$ cat src/rtl/rfb_slice_scheduler_if.sv
// Handshake bundle between the slice scheduler, the RFB read port, the encoder
// strobe and the column-to-HUB75 converter.
interface rfb_slice_scheduler_if #(
  parameter int unsigned ANG_W    = 10,
  parameter int unsigned RAD_W    = 5,
  parameter int unsigned NUM_ROWS = 64
);
  logic                     angle_valid_in;
  logic [ANG_W-1:0]         angle_in;
  logic                     rfb_rd_en;
  logic [ANG_W-1:0]         rfb_rd_angle;
  logic [RAD_W-1:0]         rfb_rd_radius;
  logic [NUM_ROWS-1:0]      rfb_rd_data;
  logic [1:0][RAD_W-1:0]    radii_out;
  logic [1:0][NUM_ROWS-1:0] cols_out;
  logic                     cols_valid;
  logic                     hub75_ready;
  logic                     slice_done;
  logic                     overrun;

  // Scheduler side.
  modport master (
    input  angle_in, angle_valid_in, rfb_rd_data, hub75_ready,
    output rfb_rd_en, rfb_rd_angle, rfb_rd_radius, radii_out, cols_out, cols_valid,
           slice_done, overrun
  );

  // Environment side (encoder, RFB, converter).
  modport slave (
    output angle_in, angle_valid_in, rfb_rd_data, hub75_ready,
    input  rfb_rd_en, rfb_rd_angle, rfb_rd_radius, radii_out, cols_out, cols_valid,
           slice_done, overrun
  );
endinterface

$ cat src/rtl/rfb_slice_scheduler.sv
// Walks all column pairs of one angular slice: two RFB reads per pair (angle A and
// the opposite angle), captures the returning words and hands each pair to the
// HUB75 converter over valid/ready. One pending strobe is buffered while busy.
module rfb_slice_scheduler #(
  parameter int unsigned ROTATIONAL_RES = 1024,
  parameter int unsigned SCAN_RATE      = 32,
  parameter int unsigned NUM_ROWS       = 64,
  parameter int unsigned RD_LAT         = 2
) (
  input  logic                 clk_in,
  input  logic                 rst_n_in,
  rfb_slice_scheduler_if.master sched_io
);
  localparam int unsigned     AngW     = $clog2(ROTATIONAL_RES);
  localparam int unsigned     RadW     = $clog2(SCAN_RATE);
  localparam logic [AngW-1:0] HalfRot  = AngW'(ROTATIONAL_RES / 2);
  localparam logic [RadW-1:0] LastPair = RadW'(SCAN_RATE - 1);

  typedef enum logic [2:0] {StIdle, StRd0, StRd1, StWait, StPresent, StDone} state_e;

  state_e                   state_q;
  logic [AngW-1:0]          angle_q;
  logic [AngW-1:0]          pend_angle_q;
  logic                     pend_valid_q;
  logic [RadW-1:0]          p_q;
  logic                     rd_en_q;
  logic [AngW-1:0]          rd_angle_q;
  logic [RadW-1:0]          rd_radius_q;
  logic [1:0][RadW-1:0]     radii_q;
  logic [1:0][NUM_ROWS-1:0] cols_q;
  logic                     cols_valid_q;
  logic                     slice_done_q;
  logic                     overrun_q;
  // Side tags travel alongside outstanding reads; bit 0 is the newest issue.
  logic [RD_LAT-1:0]        tag_vld_q;
  logic [RD_LAT-1:0]        tag_side_q;
  logic                     side1_hit;

  assign side1_hit = tag_vld_q[RD_LAT-1] & tag_side_q[RD_LAT-1];

  // Main sequencer: pending-slot bookkeeping, read issue and the converter handshake.
  always_ff @(posedge clk_in or negedge rst_n_in) begin
    if (!rst_n_in) begin
      state_q      <= StIdle;
      angle_q      <= '0;
      pend_angle_q <= '0;
      pend_valid_q <= 1'b0;
      p_q          <= '0;
      rd_en_q      <= 1'b0;
      rd_angle_q   <= '0;
      rd_radius_q  <= '0;
      radii_q      <= '0;
      cols_valid_q <= 1'b0;
      slice_done_q <= 1'b0;
      overrun_q    <= 1'b0;
    end else begin
      rd_en_q      <= 1'b0;
      slice_done_q <= 1'b0;
      overrun_q    <= 1'b0;

      // A strobe lands in the slot unless IDLE can take it directly; in IDLE the
      // slot is being drained the same cycle, so refilling it is not an overrun.
      if (sched_io.angle_valid_in && (state_q != StIdle || pend_valid_q)) begin
        pend_angle_q <= sched_io.angle_in;
        pend_valid_q <= 1'b1;
        overrun_q    <= pend_valid_q && (state_q != StIdle);
      end else if (state_q == StIdle) begin
        pend_valid_q <= 1'b0;
      end

      unique case (state_q)
        StIdle: begin
          if (pend_valid_q || sched_io.angle_valid_in) begin
            angle_q     <= pend_valid_q ? pend_angle_q : sched_io.angle_in;
            rd_angle_q  <= pend_valid_q ? pend_angle_q : sched_io.angle_in;
            rd_radius_q <= '0;
            rd_en_q     <= 1'b1;
            p_q         <= '0;
            state_q     <= StRd0;
          end
        end
        StRd0: begin
          rd_en_q     <= 1'b1;
          rd_angle_q  <= angle_q + HalfRot;
          rd_radius_q <= LastPair - p_q;
          state_q     <= StRd1;
        end
        StRd1: begin
          state_q <= StWait;
        end
        StWait: begin
          if (side1_hit) begin
            cols_valid_q <= 1'b1;
            radii_q      <= {LastPair - p_q, p_q};
            state_q      <= StPresent;
          end
        end
        StPresent: begin
          if (sched_io.hub75_ready) begin
            cols_valid_q <= 1'b0;
            if (p_q == LastPair) begin
              slice_done_q <= 1'b1;
              state_q      <= StDone;
            end else begin
              p_q         <= p_q + 1'b1;
              rd_en_q     <= 1'b1;
              rd_angle_q  <= angle_q;
              rd_radius_q <= p_q + 1'b1;
              state_q     <= StRd0;
            end
          end
        end
        StDone: begin
          state_q <= StIdle;
        end
        default: begin
          state_q <= StIdle;
        end
      endcase
    end
  end

  // Read-latency tag pipe; steers each returning word into its side of cols_q.
  always_ff @(posedge clk_in or negedge rst_n_in) begin
    if (!rst_n_in) begin
      tag_vld_q  <= '0;
      tag_side_q <= '0;
      cols_q     <= '0;
    end else begin
      tag_vld_q[0]  <= rd_en_q;
      tag_side_q[0] <= (state_q == StRd1);
      for (int i = 1; i < int'(RD_LAT); i++) begin
        tag_vld_q[i]  <= tag_vld_q[i-1];
        tag_side_q[i] <= tag_side_q[i-1];
      end
      if (tag_vld_q[RD_LAT-1]) begin
        cols_q[tag_side_q[RD_LAT-1]] <= sched_io.rfb_rd_data;
      end
    end
  end

  assign sched_io.rfb_rd_en     = rd_en_q;
  assign sched_io.rfb_rd_angle  = rd_angle_q;
  assign sched_io.rfb_rd_radius = rd_radius_q;
  assign sched_io.radii_out     = radii_q;
  assign sched_io.cols_out      = cols_q;
  assign sched_io.cols_valid    = cols_valid_q;
  assign sched_io.slice_done    = slice_done_q;
  assign sched_io.overrun       = overrun_q;

  // A side-1 hit outside WAIT would mean the tag pipe lost sync with the sequencer.
  property p_side1_in_wait;
    @(posedge clk_in) disable iff (!rst_n_in) side1_hit |-> (state_q == StWait);
  endproperty
  assert property (p_side1_in_wait);
endmodule

$ cat src/flat_wrapper.sv
// flat-port wrapper written by rule: the top's interface ports become plain ports
module rfb_slice_scheduler_flat 
#(
  parameter int unsigned ROTATIONAL_RES = 1024,
  parameter int unsigned SCAN_RATE      = 32,
  parameter int unsigned NUM_ROWS       = 64,
  parameter int unsigned RD_LAT         = 2
)
  (clk_in, rst_n_in, sched_io_angle_in, sched_io_angle_valid_in, sched_io_rfb_rd_data, sched_io_hub75_ready, sched_io_rfb_rd_en, sched_io_rfb_rd_angle, sched_io_rfb_rd_radius, sched_io_radii_out, sched_io_cols_out, sched_io_cols_valid, sched_io_slice_done, sched_io_overrun);
  rfb_slice_scheduler_if #(.ANG_W((10)), .RAD_W((5)), .NUM_ROWS(NUM_ROWS)) sched_io_i ();
  input  logic clk_in;
  input  logic rst_n_in;
  input wire logic [$bits(sched_io_i.angle_in)-1:0] sched_io_angle_in;
  input wire logic [$bits(sched_io_i.angle_valid_in)-1:0] sched_io_angle_valid_in;
  input wire logic [$bits(sched_io_i.rfb_rd_data)-1:0] sched_io_rfb_rd_data;
  input wire logic [$bits(sched_io_i.hub75_ready)-1:0] sched_io_hub75_ready;
  output wire logic [$bits(sched_io_i.rfb_rd_en)-1:0] sched_io_rfb_rd_en;
  output wire logic [$bits(sched_io_i.rfb_rd_angle)-1:0] sched_io_rfb_rd_angle;
  output wire logic [$bits(sched_io_i.rfb_rd_radius)-1:0] sched_io_rfb_rd_radius;
  output wire logic [$bits(sched_io_i.radii_out)-1:0] sched_io_radii_out;
  output wire logic [$bits(sched_io_i.cols_out)-1:0] sched_io_cols_out;
  output wire logic [$bits(sched_io_i.cols_valid)-1:0] sched_io_cols_valid;
  output wire logic [$bits(sched_io_i.slice_done)-1:0] sched_io_slice_done;
  output wire logic [$bits(sched_io_i.overrun)-1:0] sched_io_overrun;
  assign sched_io_i.angle_in = sched_io_angle_in;
  assign sched_io_i.angle_valid_in = sched_io_angle_valid_in;
  assign sched_io_i.rfb_rd_data = sched_io_rfb_rd_data;
  assign sched_io_i.hub75_ready = sched_io_hub75_ready;
  assign sched_io_rfb_rd_en = sched_io_i.rfb_rd_en;
  assign sched_io_rfb_rd_angle = sched_io_i.rfb_rd_angle;
  assign sched_io_rfb_rd_radius = sched_io_i.rfb_rd_radius;
  assign sched_io_radii_out = sched_io_i.radii_out;
  assign sched_io_cols_out = sched_io_i.cols_out;
  assign sched_io_cols_valid = sched_io_i.cols_valid;
  assign sched_io_slice_done = sched_io_i.slice_done;
  assign sched_io_overrun = sched_io_i.overrun;
  rfb_slice_scheduler #(.ROTATIONAL_RES(ROTATIONAL_RES), .SCAN_RATE(SCAN_RATE), .NUM_ROWS(NUM_ROWS), .RD_LAT(RD_LAT)) u_core (.clk_in(clk_in), .rst_n_in(rst_n_in), .sched_io(sched_io_i));
endmodule
$ cat config.mk
export PLATFORM = sky130hd
export DESIGN_NAME = rfb_slice_scheduler_flat
export DESIGN_NICKNAME = d
export VERILOG_FILES = /design/src/rtl/rfb_slice_scheduler_if.sv /design/src/rtl/rfb_slice_scheduler.sv /design/src/flat_wrapper.sv
export SDC_FILE = /design/constraint.sdc
export NUM_CORES = 1
export LEC_CHECK = 0
export ABC_AREA = 1
export BUFFER_PORTS_ARGS = -buffer_cell sky130_fd_sc_hd__buf_2
export CORE_ASPECT_RATIO = 0.7
export CORE_MARGIN = 1
export CORE_UTILIZATION = 50
export CTS_BUF_LIST = sky130_fd_sc_hd__clkbuf_4
export DETAILED_ROUTE_END_ITERATION = 16
export PLACE_DENSITY = 0.78
export REMOVE_ABC_BUFFERS = 1
export SETUP_SLACK_MARGIN = 0.15
export SYNTH_ARGS = -nofsm -noshare
export SYNTH_HDL_FRONTEND = slang
export SYNTH_SLANG_ARGS = --single-unit
$ cat constraint.sdc
create_clock -name clk_in -period 2.06 [get_ports clk_in]
set_input_delay 0.206 -clock clk_in [delete_from_list [all_inputs] [get_ports clk_in]]
set_output_delay 0.206 -clock clk_in [all_outputs]
set_load 0.01 [all_outputs]
### Word level (Yosys, flattened, before mapping)

Cells that the tools add are included.

* bits in registers: 190
* input bits: 78
* output and inout bits: 157
* word-level logic and storage cells: 80

* $add $sub $neg: 3
* $lt $le $gt $ge: 2
* eq/ne operators: 9
* multiplexer cells: 31
* bitwise gates (word level): 1
* reduce and logical (&&, ||, !) cells: 17

Operators by type and width (number)
* $bwmux W128: 1
* $demux W64 S1: 1
* $mux W64: 1
* $mux W10: 4
* $pmux W10 S3: 1
* $mux W5: 3
* $pmux W3 S5: 1
* $pmux W5 S3: 1
* $mux W3: 4
* $mux W1: 11
* $add A10 B10 Y10 const B: 1
* $pmux W5 S2: 1
* $reduce_and A4 Y1: 2
* $eq A3 B2 Y1 const B: 2
* $ne A2 B2 Y1 const B: 3
* $reduce_and A3 Y1: 2
* $reduce_bool A2 Y1: 3
* $reduce_bool A3 Y1: 2
* $add A5 B1 Y5 const B: 1
* $eq A5 B5 Y1 const B: 1
* $sub A5 B5 Y5 const A: 1
* $reduce_and A2 Y1: 2
* $eq A3 B1 Y1 const B: 1
* $eq A3 B3 Y1 const B: 1
* other kinds (9): 12

### Logic depth before layout (Yosys ltp)

Gate-level depths: netlist of run 1.

* depth after elaboration: 5
* gate-level depth with buffers: 10
* mapped depth without buffers: 10

### Worst setup path before layout of run 1

Ideal clock, no wire load.

* kind: reg2reg
* start point: reg u_core.p_q[0]
* end point: reg u_core.rd_angle_q[3], in the netlist u_core.sched_io.rfb_rd_angle[3]
* library setup time: 117 ps
* arrival time: 1514 ps
* data required time: 1943 ps
* setup slack: 429 ps
* stages on the path, launching flop included: 10
* path buffers: 1
* period minus slack after synthesis: 1631 ps
* cell sequence: dfrtp_1 ha_1 nand2_1 nor2_1 ha_1 nor2_1 nand2_4 buf_4 nand4_1 nand2_1

* cells in the longest elaborated chain, start to end: 3

RTL lines
* start, declared: RTL line rfb_slice_scheduler.sv:25 `logic [RadW-1:0] p_q;`
* start signal, assigned: RTL line rfb_slice_scheduler.sv:105 `p_q <= p_q + 1'b1;`
* $eq A5 B5 Y1: RTL line rfb_slice_scheduler.sv:101 `if (p_q == LastPair) begin`
* $ne A2 B2 Y1 (no line)
* $reduce_and A4 Y1 (no line)
* end signal, assigned: RTL line rfb_slice_scheduler.sv:75 `rd_angle_q <= pend_valid_q ? pend_angle_q : sched_io.angle_in;`
* end signal, assigned: RTL line rfb_slice_scheduler.sv:84 `rd_angle_q <= angle_q + HalfRot;`
* end signal, assigned: RTL line rfb_slice_scheduler.sv:107 `rd_angle_q <= angle_q;`
* end, declared: RTL line rfb_slice_scheduler.sv:27 `logic [AngW-1:0] rd_angle_q;`

No other way between the ends.
A chain may end at the register's enable or synchronous reset.

### Worst setup path after layout of run 1

* start point: reg u_core.p_q[0]
* end point: reg u_core.rd_radius_q[1], in the netlist u_core.sched_io.rfb_rd_radius[1]

* cells in the longest elaborated chain, start to end: 4
* elaborated cells between the ends (all ways): 8
* classes of those cells: 2 x add/sub; 2 x eq/ne; 3 x mux; 1 x reduce/logical

RTL lines
* $add A5 B1 Y5: RTL line rfb_slice_scheduler.sv:108 `rd_radius_q <= p_q + 1'b1;`
* $mux W5: RTL line rfb_slice_scheduler.sv:101
* $mux W5: RTL line rfb_slice_scheduler.sv:99 `if (sched_io.hub75_ready) begin`
* $pmux W5 S3: RTL line rfb_slice_scheduler.sv:71 `unique case (state_q)`
* end signal, assigned: RTL line rfb_slice_scheduler.sv:85 `rd_radius_q <= LastPair - p_q;`
* end signal, assigned: RTL line rfb_slice_scheduler.sv:108
* end, declared: RTL line rfb_slice_scheduler.sv:28 `logic [RadW-1:0] rd_radius_q;`

Several ways; a longest one is shown, not always the timed one. The select of a mux whose other input is x is not followed.

==> impl_metrics.tcl, run 1 <==
set metrics [dict create \
    ir_worst_vdd_mv 0.9022 \
    critPathLaunchType "register" \
    dp_hpwl_um 12090 \
    hold_violations 0 \
    fin_crit_sh_pct 86.71 \
    path_delay_family "simple AND/OR/NAND/NOR gates" \
    die_area_um2 15430 \
    drt_pass1_iterations 6 \
    final_cells 1320 \
    cts_buffer_depth 2 \
    crit_fanout 8 \
    outcome "finished clean" \
    clk_pin_slew_ps 140 \
    yosys_most_used_dff "dfrtp_1" \
    cts_buffers 17 \
    crit_cells 10 \
    die_w_um 148.0 \
    synth_cell_types 24 \
    worstHoldPathCells 5 \
    relSlewSlack_pct 70.20 \
    dpl.cell_count 1206 \
    multi_input_area_um2 2216 \
    grt_max_degree 82 \
    synth_area_um2 7463 \
    clock-sinks 190 \
    routed_wl_um 19190 \
    setup_viol 0 \
    dr.first_iter.drc_count 467 \
    io_pins 235 \
    ant_nets 0 \
    grt_usage_pct 25.49 \
    seqCellArea_um2 4757 \
    diodes 0 \
    synthToLayoutAreaGrowth_pct 34.13 \
    power_mw 14.82 \
    tightest_slew_ps 446.6 \
    final_nets 1198 \
    syn_area_per_cell_um2 9.237 \
    synth-async-reset-ratio_pct 100.0 \
    crit_type "reg2reg" \
    drive_gt1_share_pct 26.73 \
    end_kind "register" \
    portBuffers 234 \
    insertion_delay_ps 590 \
    start_util_pct 52.43 \
    synth-edff-count 0 \
    drv_slew 0 \
    crit_buf_inv 1 \
    slowest_stage "dfrtp_2" \
    leakage_nw 5.507 \
    clock.fmax_mhz 559.8 \
    grt_setup_unrepaired "no" \
    vias_per_cell 4.929 \
    syn_inst 808 \
    yosys_warnings 0 \
    drc 0 \
    min_period_ps 1786 \
    htreeDepth 4 \
    crit_chain "ha_1 > nand2_1 > nor2_1 > ha_1 > nor2_2 > nand2_4 > nand3_4 > buf_4 > nand2_1 > nand2_1" \
    core_um2 14230 \
    cpPeakStageDelay_ps 480 \
    grt_overflow 0 \
    grt_pass1_wl_um 30710 \
    worstPathArrival_ps 2320 \
    cp.required_ps 2600 \
    cts_tree "built" \
    power-per-cell-area_nw_per_um2 1480 \
    drv_cap 0 \
    min_path_type "in2reg" \
    ys_seq_elements 190 \
    finalClockSkew_ps 19.85 \
    rows 36 \
    cp_common_cell "nand2_1" \
    grt_pass1_vias 6198 \
    vias 6506 \
    place.gp.congestion 0.8096 \
    ys_seq_area_share_pct 63.70 \
    fillerInstances 1066 \
    root_buffer "clkbuf_4" \
    reg2reg_depth 10 \
    antenna_found_initial 0 \
    chipHeight_um 104.2 \
    wl_per_cell_um 14.54 \
]
-- per-stage QoR --
| stage | area [um^2] | setup slack, ps | hold WS (ps) | setup TNS, ps | utilization (%) |
|---|---|---|---|---|---|
| final | 10010 | 273.7 | 67.15 | 0 | 70.33 |
| after global routing | 10010 | 146.6 | 53.30 | 0 | 70.33 |
| after CTS | 9953 | 197.9 | 27.42 | 0 | 69.93 |
| after detailed placement | 8891 | 234.1 | 198.7 | 0 | 62.46 |
| after global placement | 8891 | 276.3 | 194.7 | 0 | 62.46 |
| after floorplan | 7276 | -1010 | -89.59 | -62340 | - |
-- cell usage after synthesis, types with 5 or more instances --
library cell  instances  share of area [%]
inv_1                85                4.3
dfrtp_1             190                 64
clkbuf_1             24                1.2
nor2_1               13               0.65
buf_2                15                1.0
o21a_1                5               0.50
nand2_1             267                 13
o21ai_0             160                 11
nand3_1              14               0.94
nand4_1              17                1.4
-- final cells by class --
type	instances	area share, %
clock buffers	19	1.425
clock inverters	12	1.587
inverters	86	3.225
multi-input cells	490	22.13
flip-flops and latches	190	47.52
well taps	190	2.375
repair buffers	333	21.73
-- cell families after synthesis --
| kind of cell | share of synthesized area, % |
|---|---|
| AO/OA/AOI/OAI | 11.48 |
| adder cells (fa/ha/maj) | 0.3352 |
| buffers and inverters | 6.840 |
| flip-flops | 63.70 |
| AND/OR/NAND/NOR | 17.64 |
-- final timing paths --
kind / from / end / slack, ps
min: sched_io_angle_valid_in / u_core.state_q[2]$_DFFE_PN0P_ / 70
max: u_core.p_q[0]$_DFFE_PN0P_ / u_core.sched_io.rfb_rd_radius[1]$_DFFE_PN0P_ / 270
max reg2reg: u_core.p_q[0]$_DFFE_PN0P_ / u_core.sched_io.rfb_rd_radius[1]$_DFFE_PN0P_ / 270
max in group asynchronous: rst_n_in / u_core.sched_io.cols_out[69]$_DFFE_PN0P_ / 1280
min reg2reg: u_core.tag_side_q[0]$_DFF_PN0_ / u_core.tag_side_q[1]$_DFF_PN0_ / 360
min in group asynchronous: rst_n_in / u_core.sched_io.radii_out[1]$_DFFE_PN0P_ / 100
-- worst register-to-register path, stage by stage (launching register included) --
cell and delay [ps]:
dfrtp_2 480, ha_1 220, nand2_1 90, nor2_1 50, ha_1 200, nor2_2 170
nand2_4 110, nand3_4 100, buf_4 180, nand2_1 80, nand2_1 70
-- where the power goes --
group | total (mW) | switching (mW) | internal [mW] | leakage (nW)
combinational | 6.31 | 3.87 | 2.44 | 3.01
clock | 2.13 | 1.26 | 0.869 | 0.150
sequential | 6.38 | 0.961 | 5.42 | 2.35
total | 14.8 | 6.09 | 8.73 | 5.51
-- sequential cells by signal (all words and copies together), names as in the netlist --
signal / flops
u_core.sched_io.cols_out: 128
u_core.angle_q: 10
u_core.pend_angle_q: 10
u_core.sched_io.radii_out: 10
u_core.sched_io.rfb_rd_angle: 10
u_core.p_q: 5
u_core.sched_io.rfb_rd_radius: 5
u_core.state_q: 3
u_core.tag_side_q: 2
u_core.tag_vld_q: 2
u_core.pend_valid_q: 1
u_core.sched_io.cols_valid: 1
u_core.sched_io.overrun: 1
u_core.sched_io.rfb_rd_en: 1
u_core.sched_io.slice_done: 1
-- placed cells by master (no fill, tap or decap), types with 4 or more instances in the layout --
| master | instances |
|---|---|
| nand4_1 | 17 |
| inv_1 | 85 |
| buf_4 | 17 |
| clkbuf_4 | 20 |
| nand3_1 | 14 |
| dlygate4sd3_1 | 76 |
| dfrtp_1 | 188 |
| o21ai_0 | 160 |
| buf_12 | 5 |
| clkinvlp_4 | 4 |
| nor2_1 | 12 |
| buf_2 | 233 |
| nand2_1 | 265 |
| o21a_1 | 5 |
-- timing repair --
item,in CTS,in global routing
hold buffers,76,0
buffers inserted,0,7
hold endpoints to repair,314,0
resized for setup,0,3
setup endpoints to repair,0,21
-- routing by layer --
layer  up-vias  wire length [um]  global-route usage (%)
met3        33              1332                   6.798
met1      3048              8569                   34.18
met2       252              8874                   39.57
met4         0               413                   10.01
met5         -                 0                       0
li1       3173                 -                       -
Power figures use the tool's default switching activity.
==> inputs of run 2 (changes only) <==
ABC_AREA = not set   (was 1)
CORE_UTILIZATION = 48   (was 50)
PLACE_DENSITY = 0.79   (was 0.78)
clock period = 1.51 ns   (was 2.06 ns; I/O delays follow)
==> run 2 against run 1 <==
The run now ends with negative setup slack left. Synthesized cell count down 39%. Fmax down 17%. Worst setup slack worse by 920 ps. Highest routed layer unchanged.
==> impl_metrics.tcl, run 2 <==
set metrics [dict create \
    outcome "complete, but fails checks" \
    violations "negative setup slack" \
    dp_hpwl_um 12410 \
    drc 0 \
    crit_fanout 7 \
    critPathLaunchType "register" \
    htreeDepth 4 \
    dr.first_iter.drc_count 202 \
    syn_inst 489 \
    worstSetupEndpoint "u_core.sched_io.rfb_rd_angle[6]$_DFFE_PN0P_" \
    finalSetupTns_ps -13930 \
    leakage_nw 5.707 \
    clk_pin_slew_ps 150 \
    clock.fmax_mhz 463.8 \
    rows 37 \
    r2r-end "u_core.sched_io.rfb_rd_angle[6]$_DFFE_PN0P_" \
    cts_buffers 17 \
    setup_slack_ps -645.9 \
    ys_seq_elements 190 \
    start_util_pct 49.96 \
    slowest_stage "dfrtp_1" \
    drv_slew 0 \
    yosys_warnings 0 \
    synth-async-reset-ratio_pct 100.0 \
    synth_cell_types 39 \
    finalClockSkew_ps 23.56 \
    cts_buffer_depth 2 \
    tightest_slew_ps 472.7 \
    place.gp.congestion 0.8486 \
    cts_tree "built" \
    yosys.area.top_type "dfrtp_1" \
    insertion_delay_ps 600 \
    yosys_most_used_dff "dfrtp_1" \
    ir_worst_vdd_mv 0.8757 \
    cpPeakStageDelay_ps 420 \
    relSlewSlack_pct 68.37 \
    min_period_ps 2156 \
    drt_pass1_iterations 4 \
    cp-startpoint "u_core.p_q[0]$_DFFE_PN0P_" \
    die_w_um 150.9 \
    reg2reg_slack_ps -650 \
    drive_gt1_share_pct 61.65 \
    root_buffer "clkbuf_4" \
    layout_commonest_cell "buf_2" \
    drv_cap 0 \
    hold_violations 0 \
    setup_viol 45 \
    wl_per_cell_um 20.98 \
    cp.required_ps 1990 \
    clock-sinks 190 \
    grt_usage_pct 24.87 \
    yosys-top-cells-count "dfrtp_1, mux2_2, nand2_1, o21ai_0, buf_2" \
    worstPathArrival_ps 2640 \
    yosysTopAreaCellShare_pct 63.84 \
    grt_setup_unrepaired "yes" \
    core_um2 14910 \
    antenna_found_initial 1 \
    largest_register_ffs 128 \
    crit_type "reg2reg" \
    end_kind "register" \
    synthToLayoutAreaGrowth_pct 53.39 \
    r2r-start "u_core.p_q[0]$_DFFE_PN0P_" \
    crit_chain "ha_2 > and3_4 > ha_4 > or3b_1 > a221o_1 > buf_6 > buf_12 > nand2_4 > o21ai_4" \
    routed_wl_um 22660 \
    synth-edff-count 0 \
    die_area_um2 16030 \
    whs_ps 32.13 \
    fin_crit_sh_pct 142.8 \
    final_cell_mix "buf_2, dfrtp_1, mux2_4" \
    yosysMostFrequentCell "dfrtp_1" \
    ys_seq_area_share_pct 63.84 \
    syn_area_per_cell_um2 15.23 \
    grt_pass1_wl_um 30300 \
    portBuffers 234 \
    grt_max_degree 46 \
    power-per-cell-area_nw_per_um2 1591 \
    vias_per_cell 5.182 \
    final_nets 951 \
    synth_area_leaders "dfrtp_1, mux2_2, mux2i_1, o21ai_0, nand2_1" \
    min_path_type "in2reg" \
    reg2reg_depth 9 \
    synth_area_um2 7447 \
    chipHeight_um 106.2 \
    grt_overflow 0 \
    io_pins 235 \
    grt_pass1_vias 5756 \
    ant_nets 0 \
    vias 5597 \
]
[run 2: timing repair]
item                                    4_1_cts  5_1_grt
hold buffers                                 76        1
endpoints found under the setup margin       69      157
cloned                                        2        8
endpoints found under the hold margin       348        3
buffers inserted                              7       23
pin swaps                                    17        9
gates resized for setup                     112       79
[run 2: worst min-delay path by stage]
stage / depth (start not counted) / end / start
finish: 4 / u_core.state_q[2]$_DFFE_PN0P_ / sched_io_hub75_ready
global route: 4 / u_core.state_q[2]$_DFFE_PN0P_ / sched_io_hub75_ready
CTS: 2 / u_core.sched_io.slice_done$_DFF_PN0_ / sched_io_hub75_ready
detailed placement: 1 / u_core.sched_io.cols_out[122]$_DFFE_PN0P_ / rst_n_in
global placement: 1 / u_core.sched_io.cols_out[109]$_DFFE_PN0P_ / rst_n_in
floorplan: 0 / u_core.angle_q[0]$_DFFE_PN0P_ / rst_n_in
[run 2: through the flow]
step / power (mW) / std cells / cell area, um^2 / utilization, % / setup WS [ps]
3_5_place_dp: 13.41 / 930 / 9130 / 61.25 / -786.6
5_1_grt: 19.02 / 1080 / 11420 / 76.63 / -700.0
3_3_place_gp: 13.09 / 930 / 9130 / 61.25 / -700.4
6_report: 18.18 / 1080 / 11420 / 76.63 / -645.9
4_1_cts: 17.08 / 1047 / 10710 / 71.83 / -640.2
2_1_floorplan: 10.66 / 464 / 7308 / - / -2307
[run 2: per-layer routing]
metal	vias to the layer above	track usage (%)	routed length (um)
li1	2499	-	-
met1	2879	31.47	9335
met2	184	43.25	11640
met3	35	5.150	1326
met4	0	6.714	356
met5	-	0	0
[run 2: kinds of logic after synthesis]
kind of cell	count (synthesis)	synth area share [%]
flip-flops	190	63.84
multiplexers	174	26.13
AND/OR/NAND/NOR	55	3.932
AO/OA/AOI/OAI	40	3.596
buffers and inverters	26	1.915
adder cells (fa/ha/maj)	3	0.4704
XOR/XNOR	1	0.1176
[run 2: power by group]
| part | internal (mW) | total, mW | switching (mW) |
|---|---|---|---|
| Clock | 1.17 | 3.00 | 1.83 |
| Combinational | 3.93 | 6.87 | 2.94 |
| Sequential | 7.03 | 8.30 | 1.27 |
[run 2: cell type report]
class | count | area (um^2)
fillers | 844 | 3483
inverters | 1 | 3.754
well taps | 195 | 244.0
multi-input cells | 273 | 3136
clock buffers | 17 | 127.6
diodes | 1 | 2.502
clock inverters | 15 | 181.4
repair buffers | 388 | 2973
flip-flops and latches | 190 | 4756
[run 2: worst max-delay path, delay by kind of cell (launching register included)]
kind	cells	cell delay (ps)
simple gates	3	550
compound gates	2	430
flops	1	420
fa+ha+maj	2	340
buf+inv	2	310
